--- src/rtl/demux4_reg.sv ---
// demux4_reg: registered 1-to-4 demux with per-channel valid/ready and select or TDM round-robin steering
module demux4_reg #(
  parameter int W = 8
) (
  input  logic           clk,
  input  logic           rst_n,
  input  logic [W-1:0]   in_data,
  input  logic [1:0]     in_sel,
  input  logic           in_valid,
  output logic           in_ready,
  input  logic           tdm,
  input  logic           sync,
  output logic [4*W-1:0] out_data,
  output logic [3:0]     out_valid,
  input  logic [3:0]     out_ready,
  output logic [1:0]     slot
);
  logic [4*W-1:0] data_q, data_d;
  logic [3:0]     valid_q, valid_d;
  logic [1:0]     slot_q, slot_d;
  logic [1:0]     dest;
  logic           accept;
  always_comb begin
    dest = tdm ? (sync ? 2'd0 : slot_q) : in_sel;
    in_ready = !valid_q[dest] || out_ready[dest];
    accept = in_valid && in_ready;
    valid_d = valid_q & ~out_ready;
    data_d = data_q;
    if (accept) begin
      valid_d[dest] = 1'b1;
      data_d[dest*W +: W] = in_data;
    end
    slot_d = !tdm ? slot_q : sync ? {1'b0, accept} : slot_q + {1'b0, accept};
  end
  always_ff @(posedge clk or negedge rst_n) begin
    if (!rst_n) begin
      data_q <= '0;
      valid_q <= '0;
      slot_q <= '0;
    end else begin
      data_q <= data_d;
      valid_q <= valid_d;
      slot_q <= slot_d;
    end
  end
  assign out_data = data_q;
  assign out_valid = valid_q;
  assign slot = slot_q;
endmodule
--- config.mk ---
export PLATFORM = sky130hd
export DESIGN_NAME = demux4_reg
export DESIGN_NICKNAME = d
export VERILOG_FILES = /design/src/rtl/demux4_reg.sv
export SDC_FILE = /design/constraint.sdc
export NUM_CORES = 1
export LEC_CHECK = 0
export ABC_AREA = 1
export CAP_MARGIN = 20
export CORE_MARGIN = 1
export CORE_UTILIZATION = 43
export DETAILED_ROUTE_END_ITERATION = 8
export PLACE_DENSITY = 0.76
export SLEW_MARGIN = 20
export SYNTH_ARGS = -nofsm -noshare
export SYNTH_HDL_FRONTEND = slang
export SYNTH_SLANG_ARGS = --single-unit
--- constraint.sdc ---
create_clock -name clk -period 2.1 [get_ports clk]
set_clock_uncertainty 0.15 [all_clocks]
set_input_delay 0.315 -clock clk [delete_from_list [all_inputs] [get_ports clk]]
set_output_delay 0.315 -clock clk [all_outputs]
set_load 0.005 [all_outputs]
; ---- Yosys cells after proc, flatten, opt, wreduce, memory -nomap -nowiden
; Index checks and enable logic that the tools add are counted.
[classes]
n_reduce_logical = 4
order_cmp = 2
add_sub_neg = 2
muxes = 11
shifts = 2
bitwise_logic = 3
[op_table]
columns = cell, n
row1 = $neg 5->34, 1
row2 = $shift 8x34->32 const A, 1
row3 = $shiftx 8x34->32, 1
row4 = $bwmux 32, 1
row5 = $mux 2, 3
row6 = $and 4x4->4, 1
row7 = $bmux 1 s2, 2
row8 = $mux 4, 1
row9 = $not 4->4, 1
row10 = $or 4x4->4, 1
row11 = $lt 2x3->1 const B, 1
row12 = $mux 1, 3
row13 = $add 2x1->2, 1
row14 = $demux 1 s2, 1
row15 = $ge 2x1->1 const B, 1
row16 = $logic_and 1x1->1, 2
row17 = $logic_not 1->1, 1
row18 = $logic_or 1x1->1, 1
[totals]
ff_bits = 38
elab_cells = 27

; ---- Depth between registers and ports, before layout
[depth]
ltp_word = 9
ltp_mapped = 12

; ---- Worst setup path after synthesis
; OpenSTA, ideal clock, no wires.
[synth_timing]
path_type = in2reg
startpoint = in tdm
endpoint = reg data_q[24], in the netlist out_data[24]
setup_time_ns = 0.074
cell_stages = 10
t_required_ns = 1.876
arrival_ns = 1.857
slack_ns = 0.019
path_buffers = 2
cell_sequence = buf_6 -> nand3_4 -> nand2_4 -> inv_2 -> ha_1 -> clkbuf_1 -> inv_1 -> nor2_1 -> nand3_1 -> o21ai_2
[synth_via]
elab_chain_cells = 6
[synth_rtl]
columns = element, line_no
row1 = start: declaration, 11  ; input logic tdm,
row2 = $mux 2 *, 24  ; dest = tdm ? (sync ? 2'd0 : slot_q) : in_sel;
row3 = branches (longest 5 deep; another with $neg 5->34), n/a
row4 = end signal: assignment, 41  ; data_q <= data_d;
row5 = end: declaration, 18  ; logic [4*W-1:0] data_q, data_d;
; Every way passes the cells marked *. The select of a mux whose other input is x is not followed.
; A chain may end at the register's enable or synchronous reset.

; ---- Final worst setup path
[layout_timing]
startpoint = in sync
endpoint = out in_ready
[layout_via]
elab_chain_cells = 6
[layout_rtl]
columns = element, line_no
row1 = start: declaration, 12  ; input logic sync,
row2 = $mux 2 * (2 in a row), 24
row3 = $bmux 1 s2, 25  ; in_ready = !valid_q[dest] || out_ready[dest];
row4 = $mux 1 (implied by the code), 25
row5 = $logic_not 1->1, 25
row6 = $logic_or 1x1->1 *, 25
row7 = end: declaration, 10  ; output logic in_ready,
; Every way passes the cells marked *; elsewhere a longest branch is shown, timed or not. The select of a mux whose other input is x is not followed.

==> out/metrics.csv <==
stage,metric,value,unit
setup_path,crit_arrival,1.55,ns
synthesis,syn_area,0.00206,mm2
timing,rsz0062_at_grt,no,
synthesis,avgSynthCellArea,9.39,um2
synthesis,synth_fa_ha_area_share,4.26,%
placed_design,dp_hpwl,3.36,mm
synthesis,synth_xor_area_share,0.426,%
setup_path,critPathKind,input pin to output pin,
placed_design,gp_congestion,0.805,
power,p_per_area,774,mW/mm2
clock_network,ctsLongestPathBuffers,2,
detailed_routing,vias_per_cell,4.89,
timing,hold_violations,0,
global_routing,grtUsageTotal,19.4,%
detailed_routing,route.detailed.drc,2,
hold_path,min_path_type,register to register,
synthesis,synth_compound_area_share,14.1,%
clock_network,cts_tree,built,
synthesis,synth_seq_area_share,46.3,%
synthesis,synth.distinct_cells,25,
final_layout,drive_gt1_share,25.8,%
final_layout,layout.nets,316,
placed_design,dp_cells,334,
run_status,status,"complete, but fails checks",
power,peakVddDrop,0.000559,V
timing,holdWs,0.338,ns
timing,fmax,0.496,GHz
power,leakage,1.25,nW
setup_path,required,1.63,ns
floorplan,die-height,71.1,um
floorplan,die-area,0.00506,mm2
synthesis,muxShareOfSynthArea,0,%
detailed_routing,antenna_left,0,
synthesis,yosysWarnings,0,
final_layout,syn_to_final_growth,37.2,%
floorplan,start_util,45.9,%
final_layout,post_layout_nonfiller_instances,343,
global_routing,grt_max_degree,26,
placed_design,portBuffers,57,
timing,slew_viol_final,0,
clock_network,clk_latency,0.29,ns
detailed_routing,avgRoutedWirePerCell,12.8,um
synthesis,synth_top_family_by_area,simple AND/OR/NAND/NOR gates,
run_status,violations,DRC,
global_routing,antenna_found_initial,0,
clock_network,clock-root-buffer,clkbuf_8,
global_routing,grt_pass1_wl,7.55,mm
clock_network,htree_num_levels,2,
detailed_routing,firstDrtPassIters,8,
clock_network,cts_buffers,5,
synthesis,synth-simple-area-share,27.8,%
timing,period_share,96.1,%
global_routing,grt_pass1_vias,1642,
timing,max_slew.worst_pin.slew,0.576,ns
floorplan,rows,24,
timing,setup_viol,0,
setup_path,startpoint_type,input pin,
setup_path,worst-path-max-fanout,3,
global_routing,grt-ovfl-total,0,
floorplan,io_pins,58,
floorplan,die_w,71.1,um
detailed_routing,drt_iter0_markers,70,
synthesis,ys_ff_latch,38,
final_layout,fill_cells,387,
timing,timing.slew.headroom,61.6,%
synthesis,netlist_instances,219,
clock_network,clock_sinks,38,
clock_network,clkTransAtPathRegs,0.08,ns
final_layout,design_area,0.00282,mm2
timing,fin_crit,2.02,ns
synthesis,synth_nets,245,
placed_design,dpl-instance-area,0.00271,mm2
job,maxCapViolCount,0,
setup_path,cp-end-kind,output pin,
detailed_routing,num_vias,1676,
final_layout,antenna_cells,0,
clock_network,cts_setup_buffers,0,
floorplan,core,0.00447,mm2
detailed_routing,wl,4.38,mm
[synthesized netlist by cell type]
cell type / count / area, um2
buf_12: 1 / 20.0
nand3_4: 5 / 87.6
nand2_1: 67 / 251
nand3_1: 12 / 60.1
buf_4: 1 / 7.51
a21oi_2: 1 / 8.76
inv_2: 2 / 7.51
clkbuf_2: 1 / 5.00
nor2_1: 15 / 56.3
inv_1: 10 / 37.5
dfrtp_1: 38 / 951
ha_1: 7 / 87.6
o21ai_2: 24 / 210
a31o_2: 3 / 26.3
nand2_4: 3 / 33.8
clkbuf_1: 2 / 7.51
o21ai_0: 8 / 40.0
nand4_1: 1 / 6.26
buf_6: 5 / 56.3
o21ai_1: 1 / 5.00
nor2_4: 1 / 11.3
xor2_1: 1 / 8.76
nand2_2: 7 / 43.8
inv_4: 1 / 6.26
nand3_2: 2 / 20.0
[final timing paths]
check | startpoint | cells past startpoint | to | slack, ns
worst max register to register | slot[1] | 9 | out_data[8] | 0.30
min in group asynchronous | rst_n | 2 | out_data[18] | 0.40
worst min register to register | out_data[18] | 2 | out_data[18] | 0.34
max in group asynchronous | rst_n | 3 | out_data[8] | 0.86
worst min-delay path | out_data[18] | 2 | out_data[18] | 0.34
worst max-delay path | sync | 8 | in_ready | 0.08
[placed cells by master (no fill, tap or decap), drive strengths merged, types with 2 or more instances in the layout]
| cell | n |
|---|---|
| nand2 | 77 |
| clkdlybuf4s50 | 54 |
| dfrtp | 38 |
| o21ai | 33 |
| nand3 | 19 |
| buf | 17 |
| nor2 | 16 |
| inv | 13 |
| ha | 7 |
| clkbuf | 6 |
| a31o | 3 |
| clkinv | 2 |
[logic make-up (layout without fill, tap and decap cells)]
| logic type | count (synthesis) | in the layout |
|---|---|---|
| AO/OA/AOI/OAI | 37 | 37 |
| XOR/XNOR | 1 | 1 |
| adder cells (fa/ha/maj) | 7 | 7 |
| buffers and inverters | 23 | 95 |
| flip-flops | 38 | 38 |
| AND/OR/NAND/NOR | 113 | 113 |
[through the flow]
| step | setup slack, ns | TNS (ns) | power, W | util (%) |
|---|---|---|---|---|
| floorplan | 0.0188 | 0 | 0.00131 | - |
| global placement | -0.214 | -5.30 | 0.00169 | 60.6 |
| detailed placement | -0.262 | -6.22 | 0.00170 | 60.6 |
| CTS | 0.0605 | 0 | 0.00221 | 63.0 |
| global route | 0.0256 | 0 | 0.00233 | 63.1 |
| finish | 0.0820 | 0 | 0.00218 | 63.1 |
[sequential cells by signal, summed over array words and instances, names as in the netlist]
| register | flops |
|---|---|
| out_data | 32 |
| out_valid | 4 |
| slot | 2 |
[critical path, cell delays in order]
cell	delay (ns)
clkdlybuf4s50_1	0.48
inv_1	0.09
nand2_2	0.10
nand2_1	0.07
nand2_2	0.09
nand3_2	0.10
nand2_4	0.07
dlygate4sd2_1	0.23
[final cells by class]
class | instances | area (um2) | share of cell area [%]
Inverter | 13 | 51.3 | 1.82
Tap cell | 52 | 65.1 | 2.31
Sequential cell | 38 | 951 | 33.7
Multi-Input combinational cell | 158 | 967 | 34.3
Timing Repair Buffer | 74 | 701 | 24.8
Clock buffer | 6 | 72.6 | 2.57
Clock inverter | 2 | 13.8 | 0.488
[power by group]
group | internal (W) | switching, W
logic | 0.000407 | 0.000340
registers | 0.000853 | 0.0000842
clock network | 0.000234 | 0.000265
[routing by layer]
metal / wire length, um / vias to the layer above / global-route usage [%]
met5: 0 / - / 0
met4: 72 / 0 / 7.56
met3: 282 / 9 / 5.84
met2: 1960 / 57 / 29.8
met1: 2060 / 763 / 25.8
li1: - / 847 / -
[timing repair]
action                     CTS  global route
hold endpoints to repair    23             0
pin swaps                    1             1
hold buffers                 1             0
gates resized for setup      4             2
cloned                       0             0
setup endpoints to repair    1            21
Power figures use the tool's default switching activity.
